<file path="src/rtl/sim_run_monitor.sv">
// Run-control and retire-trace monitor for the MEM/WB stage: starts/stops a run,
// counts cycles and retires, and keeps the last TRACE_DEPTH retire records.
module sim_run_monitor #(
    parameter int                XLEN        = 32,
    parameter logic [XLEN-1:0]   HALT_PC     = 'h128,
    parameter int                MAX_CYCLES  = 1000,
    parameter int                STALL_LIMIT = 64,
    parameter int                TRACE_DEPTH = 32,
    parameter int                CNT_W       = 32,
    localparam int               AW          = $clog2(TRACE_DEPTH)
) (
    input  logic              clk,
    input  logic              rst,
    input  logic              run_en,
    input  logic              clr,
    input  logic              abort,
    input  logic              wb_valid,
    input  logic [XLEN-1:0]   wb_pc,
    input  logic [31:0]       wb_inst,
    input  logic              wb_regwrite,
    input  logic [4:0]        wb_rd,
    input  logic [XLEN-1:0]   wb_wdata,
    input  logic [AW-1:0]     trc_idx,
    output logic [XLEN-1:0]   trc_pc,
    output logic [31:0]       trc_inst,
    output logic [4:0]        trc_rd,
    output logic [XLEN-1:0]   trc_wdata,
    output logic [AW:0]       trc_count,
    output logic [1:0]        state,
    output logic              done,
    output logic [1:0]        halt_cause,
    output logic [CNT_W-1:0]  cycle_cnt,
    output logic [CNT_W-1:0]  retire_cnt
);

    localparam logic [1:0] S_IDLE = 2'd0;
    localparam logic [1:0] S_RUN  = 2'd1;
    localparam logic [1:0] S_DONE = 2'd2;

    localparam logic [CNT_W-1:0] CNT_MAX = '1;
    localparam logic [CNT_W-1:0] CNT_ONE = CNT_W'(1);
    localparam logic [CNT_W-1:0] MAX_C   = CNT_W'(MAX_CYCLES);
    localparam logic [CNT_W-1:0] STALL_C = CNT_W'(STALL_LIMIT);
    localparam logic [AW:0]      DEPTH_C = (AW+1)'(TRACE_DEPTH);

    typedef struct packed {
        logic [XLEN-1:0] pc;
        logic [31:0]     inst;
        logic [4:0]      rd;
        logic [XLEN-1:0] wdata;
    } trace_rec_t;

    trace_rec_t       mem [TRACE_DEPTH];
    trace_rec_t       rd_rec;
    logic [AW-1:0]    wr_ptr;
    logic [AW-1:0]    rd_addr;
    logic             rd_hit;
    logic [CNT_W-1:0] idle_cnt;
    logic [CNT_W-1:0] cycle_nxt, retire_nxt, idle_nxt;
    logic [AW:0]      count_nxt;
    logic [1:0]       exit_cause;
    logic             capture;

    assign capture = (state == S_RUN) && wb_valid;

    // Exit conditions look at the values the counters take on this edge.
    always_comb begin
        cycle_nxt  = (cycle_cnt == CNT_MAX) ? cycle_cnt : cycle_cnt + CNT_ONE;
        retire_nxt = retire_cnt;
        idle_nxt   = '0;
        count_nxt  = trc_count;
        if (wb_valid) begin
            if (retire_cnt != CNT_MAX) retire_nxt = retire_cnt + CNT_ONE;
            if (trc_count != DEPTH_C)  count_nxt  = trc_count + (AW+1)'(1);
        end else begin
            idle_nxt = (idle_cnt == CNT_MAX) ? idle_cnt : idle_cnt + CNT_ONE;
        end

        exit_cause = 2'd0;
        if (wb_valid && wb_pc == HALT_PC)        exit_cause = 2'd1;
        else if (cycle_nxt == MAX_C)             exit_cause = 2'd2;
        else if (abort || idle_nxt == STALL_C)   exit_cause = 2'd3;
    end

    always_ff @(posedge clk or posedge rst) begin
        if (rst) begin
            state      <= S_IDLE;
            halt_cause <= 2'd0;
            cycle_cnt  <= '0;
            retire_cnt <= '0;
            idle_cnt   <= '0;
            wr_ptr     <= '0;
            trc_count  <= '0;
        end else begin
            case (state)
                S_IDLE: if (run_en) begin
                    state      <= S_RUN;
                    halt_cause <= 2'd0;
                    cycle_cnt  <= '0;
                    retire_cnt <= '0;
                    idle_cnt   <= '0;
                    wr_ptr     <= '0;
                    trc_count  <= '0;
                end
                S_RUN: begin
                    cycle_cnt  <= cycle_nxt;
                    retire_cnt <= retire_nxt;
                    idle_cnt   <= idle_nxt;
                    trc_count  <= count_nxt;
                    if (wb_valid) wr_ptr <= wr_ptr + AW'(1);
                    if (exit_cause != 2'd0) begin
                        state      <= S_DONE;
                        halt_cause <= exit_cause;
                    end
                end
                S_DONE: if (clr) state <= S_IDLE;
                default: state <= S_IDLE;
            endcase
        end
    end

    always_ff @(posedge clk) begin
        if (capture)
            mem[wr_ptr] <= '{pc: wb_pc, inst: wb_inst,
                             rd: wb_regwrite ? wb_rd : 5'd0, wdata: wb_wdata};
    end

    // Index 0 is the oldest retained entry; a same-cycle write is not visible.
    assign rd_addr = wr_ptr - trc_count[AW-1:0] + trc_idx;
    assign rd_hit  = {1'b0, trc_idx} < trc_count;

    always_ff @(posedge clk or posedge rst) begin
        if (rst)         rd_rec <= '0;
        else if (rd_hit) rd_rec <= mem[rd_addr];
        else             rd_rec <= '0;
    end

    assign trc_pc    = rd_rec.pc;
    assign trc_inst  = rd_rec.inst;
    assign trc_rd    = rd_rec.rd;
    assign trc_wdata = rd_rec.wdata;
    assign done      = (state == S_DONE);

endmodule

</file>
<file path="config.mk">
export PLATFORM = sky130hd
export DESIGN_NAME = sim_run_monitor
export DESIGN_NICKNAME = d
export VERILOG_FILES = /design/src/rtl/sim_run_monitor.sv
export SDC_FILE = /design/constraint.sdc
export NUM_CORES = 2
export LEC_CHECK = 0
export BUFFER_PORTS_ARGS = -buffer_cell sky130_fd_sc_hd__buf_2
export CORE_MARGIN = 4
export CORE_UTILIZATION = 55
export CTS_CLUSTER_DIAMETER = 60
export DETAILED_ROUTE_END_ITERATION = 7
export MAX_ROUTING_LAYER = met4
export PLACE_DENSITY_LB_ADDON = 0.2
export SYNTH_ARGS = -nofsm -noshare
export SYNTH_HDL_FRONTEND = slang
export SYNTH_SLANG_ARGS = --single-unit
</file>
<file path="constraint.sdc">
create_clock -name clk -period 6.2 [get_ports clk]
set_input_delay 0.31 -clock clk [delete_from_list [all_inputs] [get_ports clk]]
set_output_delay 0.31 -clock clk [all_outputs]
set_load 0.1 [all_outputs]
</file>
==> qor.csv <==
metric,value,unit
status,"complete, no violations",
hp-class,in2reg,
synth_top_area_share,73.3,%
path_clk_slew,0.06,ns
std_cell_rows,179,
tightest_slew,1.35,ns
grt_pass1_wl,477000,um
postLayoutCoreUtil,63.5,%
max_freq,233,MHz
dr.pass1.iters,6,
synth_edf_count,3232,
final-setup-viol-count,0,
die_h,499,um
dp.cells,9160,
ys_seq_elements,3444,
hold_depth,4,
drive_above_1_share,30.1,%
hold_buffers,101,
holdPathEnd,trc_count[2]$_DFFE_PP0P_,
place_area,0.139,mm^2
clock_latency,0.92,ns
synth.distinct_cells,81,
numCtsBuffers,360,
relSlewSlack,9.47,%
leakagePower,49.0,nW
layout.nets,6591,
min_period,4.29,ns
end_kind,flip-flop,
async_flop_share,6.16,%
cts_tree,yes,
holdCritStartpoint,run_en,
core_area,0.239,mm^2
post-cts-setup-buffers,0,
grt_start_max_net_pins,110,
synthTopCellsByArea,"edfxtp_1 73%, mux4_2 17%, dfrtp_1 4.0%",
yosysSeqAreaShare,77.3,%
cp_data_arrival_time,5.10,ns
antenna_found_initial,22,
slew_viol_final,0,
post_cts_resized,0,
p_per_area,543,mW/mm^2
timing_worst_setup_path_type,reg2reg,
syn_to_final_growth,14.5,%
port_buffers,288,
synth_top_area_cell,edfxtp_1,
die_w,499,um
final.period_utilization,69.2,%
cts-root-buf,clkbuf_16,
rsz0062_at_grt,false,
synth_nets,6000,
hold_violations,0,
final_cells,9919,
synth_area,0.132,mm^2
dr.first_iter.drc_count,8940,
critPathMaxFanout,104,
initial_core_util,55.4,%
r2r_slack,1.91,ns
grt.overflow.total,0,
place_congestion,0.829,
finalInstanceArea,0.152,mm^2
synth-main-ff-cell,edfxtp_1,
regToRegStartpoint,wr_ptr[0]$_DFFE_PP0P_,
startpoint_type,flip-flop,
ctsHtreeMaxLevel,5,
grt_use_total,27.6,%
wl_per_cell,33.4,um
syn_area_per_cell,22.6,um^2
clockBufferDepth,4,
ys_warn_count,0,
r2r_cells,10,
dpl.hpwl,157000,um
cap_violations,0,
wirelength,331000,um
vias,65600,
route.detailed.drc,0,
io_pins,289,
ant_nets,0,
die-area,0.249,mm^2
crit_required,7.00,ns
synthCells,5865,
peakVddDrop,0.00114,V
clock_skew,0.0499,ns
vias_per_cell,6.61,
cts.sinks,3444,
grt_pass1_vias,65200,
r2r-end,trc_inst[4]$_DFF_PP0_,
==> synthesized netlist by cell type (25+ instances only) <==
cell and n:
xnor2_1 28, nor2_1 107, buf_1 74, dfrtp_1 212
edfxtp_1 3232, nor3_1 25, a21oi_1 130, xor2_1 36
nand4_1 42, mux4_2 1010, o21ai_0 94, nand3_1 50
inv_1 25, nand2_1 311, clkbuf_1 221
==> through the flow <==
step / worst slack [ns] / TNS (ns) / hold WS (ns) / power, mW
detailed placement: 1.93 / 0 / 0.522 / 62.1
global route: 1.58 / 0 / 0.0851 / 85.8
finish: 1.91 / 0 / 0.106 / 82.3
floorplan: -0.450 / -1236.71 / 0.409 / 53.1
CTS: 1.94 / 0 / 0.0320 / 83.1
global placement: 1.94 / 0 / 0.515 / 62.0
==> cell usage in the layout (no fill, tap or decap), types with 83 or more instances in the layout <==
| cell | netlist | layout |
|---|---|---|
| buf_2 | 23 | 288 |
| dlygate4sd3_1 | 0 | 101 |
| nand2_1 | 311 | 311 |
| clkbuf_1 | 221 | 83 |
| buf_12 | 0 | 87 |
| o21ai_0 | 94 | 94 |
| a21oi_1 | 130 | 130 |
| dfrtp_1 | 212 | 212 |
| edfxtp_1 | 3232 | 3232 |
| clkbuf_16 | 0 | 365 |
| mux4_2 | 1010 | 1010 |
==> sequential cells by signal, indices dropped and copies added (netlist names) <==
register and flops:
mem 3232, halt_cause 2, retire_cnt 32, state 2, idle_cnt 32, trc_count 6
trc_inst 32, wr_ptr 5, trc_pc 32, trc_rd 5, cycle_cnt 32, trc_wdata 32
==> kinds of logic (layout without fill, tap and decap cells) <==
| logic type | after synthesis | count (layout) | share of synthesized area [%] |
|---|---|---|---|
| compound gates | 320 | 320 | 1.44 |
| simple gates | 650 | 650 | 2.33 |
| xor+xnor | 64 | 64 | 0.423 |
| other cells | 0 | 17 | 0 |
| fa+ha+maj | 22 | 22 | 0.231 |
| mux | 1017 | 1017 | 17.2 |
| flops | 3444 | 3444 | 77.3 |
| buf+inv | 348 | 1218 | 1.01 |
==> worst max-delay path, cell delays in order, from the launching register on <==
cell and delay [ns]:
dfrtp_1 0.42, inv_1 0.11, ha_1 0.29, inv_1 0.06
ha_4 0.16, fa_4 1.35, buf_12 0.55, mux4_2 0.41
mux4_2 0.48, nand2_1 0.10, a21oi_1 0.06
==> worst max path at each step <==
stage / from / depth (start not counted) / slack (ns) / end
after global placement: trc_idx[1] / 10 / 1.94 / trc_inst[4]$_DFF_PP0_
after floorplan: state[0]$_DFFE_PP0P_ / 5 / -0.45 / mem[23][0]$_DFFE_PP_
final: wr_ptr[0]$_DFFE_PP0P_ / 10 / 1.91 / trc_inst[4]$_DFF_PP0_
after CTS: wr_ptr[0]$_DFFE_PP0P_ / 10 / 1.94 / trc_inst[4]$_DFF_PP0_
after detailed placement: wr_ptr[0]$_DFFE_PP0P_ / 10 / 1.93 / trc_inst[4]$_DFF_PP0_
after global routing: cycle_cnt[24]$_DFFE_PP0P_ / 10 / 1.58 / state[1]$_DFFE_PP0P_
==> cell type report <==
type,count,area [um^2]
Tap cell,3167,3960
Antenna cell,17,42.5
Clock buffer,473,9790
Inverter,28,113
Sequential cell,3444,102000
Clock inverter,168,1600
Multi-Input combinational cell,2073,29000
Fill cell,15800,87100
Timing Repair Buffer,549,4740
==> layer usage <==
metal | vias to the layer above | global-route usage (%) | share of wire (%)
met5 | - | - | 0
met4 | 0 | 6.94 | 2.6
met3 | 586 | 4.78 | 10
met2 | 3646 | 41.4 | 48
met1 | 35400 | 40.5 | 40
li1 | 25900 | - | -
==> where the power goes <==
part           internal (mW)  leakage, nW  switching [mW]
combinational           17.5         11.5            17.7
sequential              26.0         32.0           0.293
clock                   12.3         5.59            8.63
total                   55.7         49.0            26.6
No activity file was read; power rests on OpenSTA's default activity.
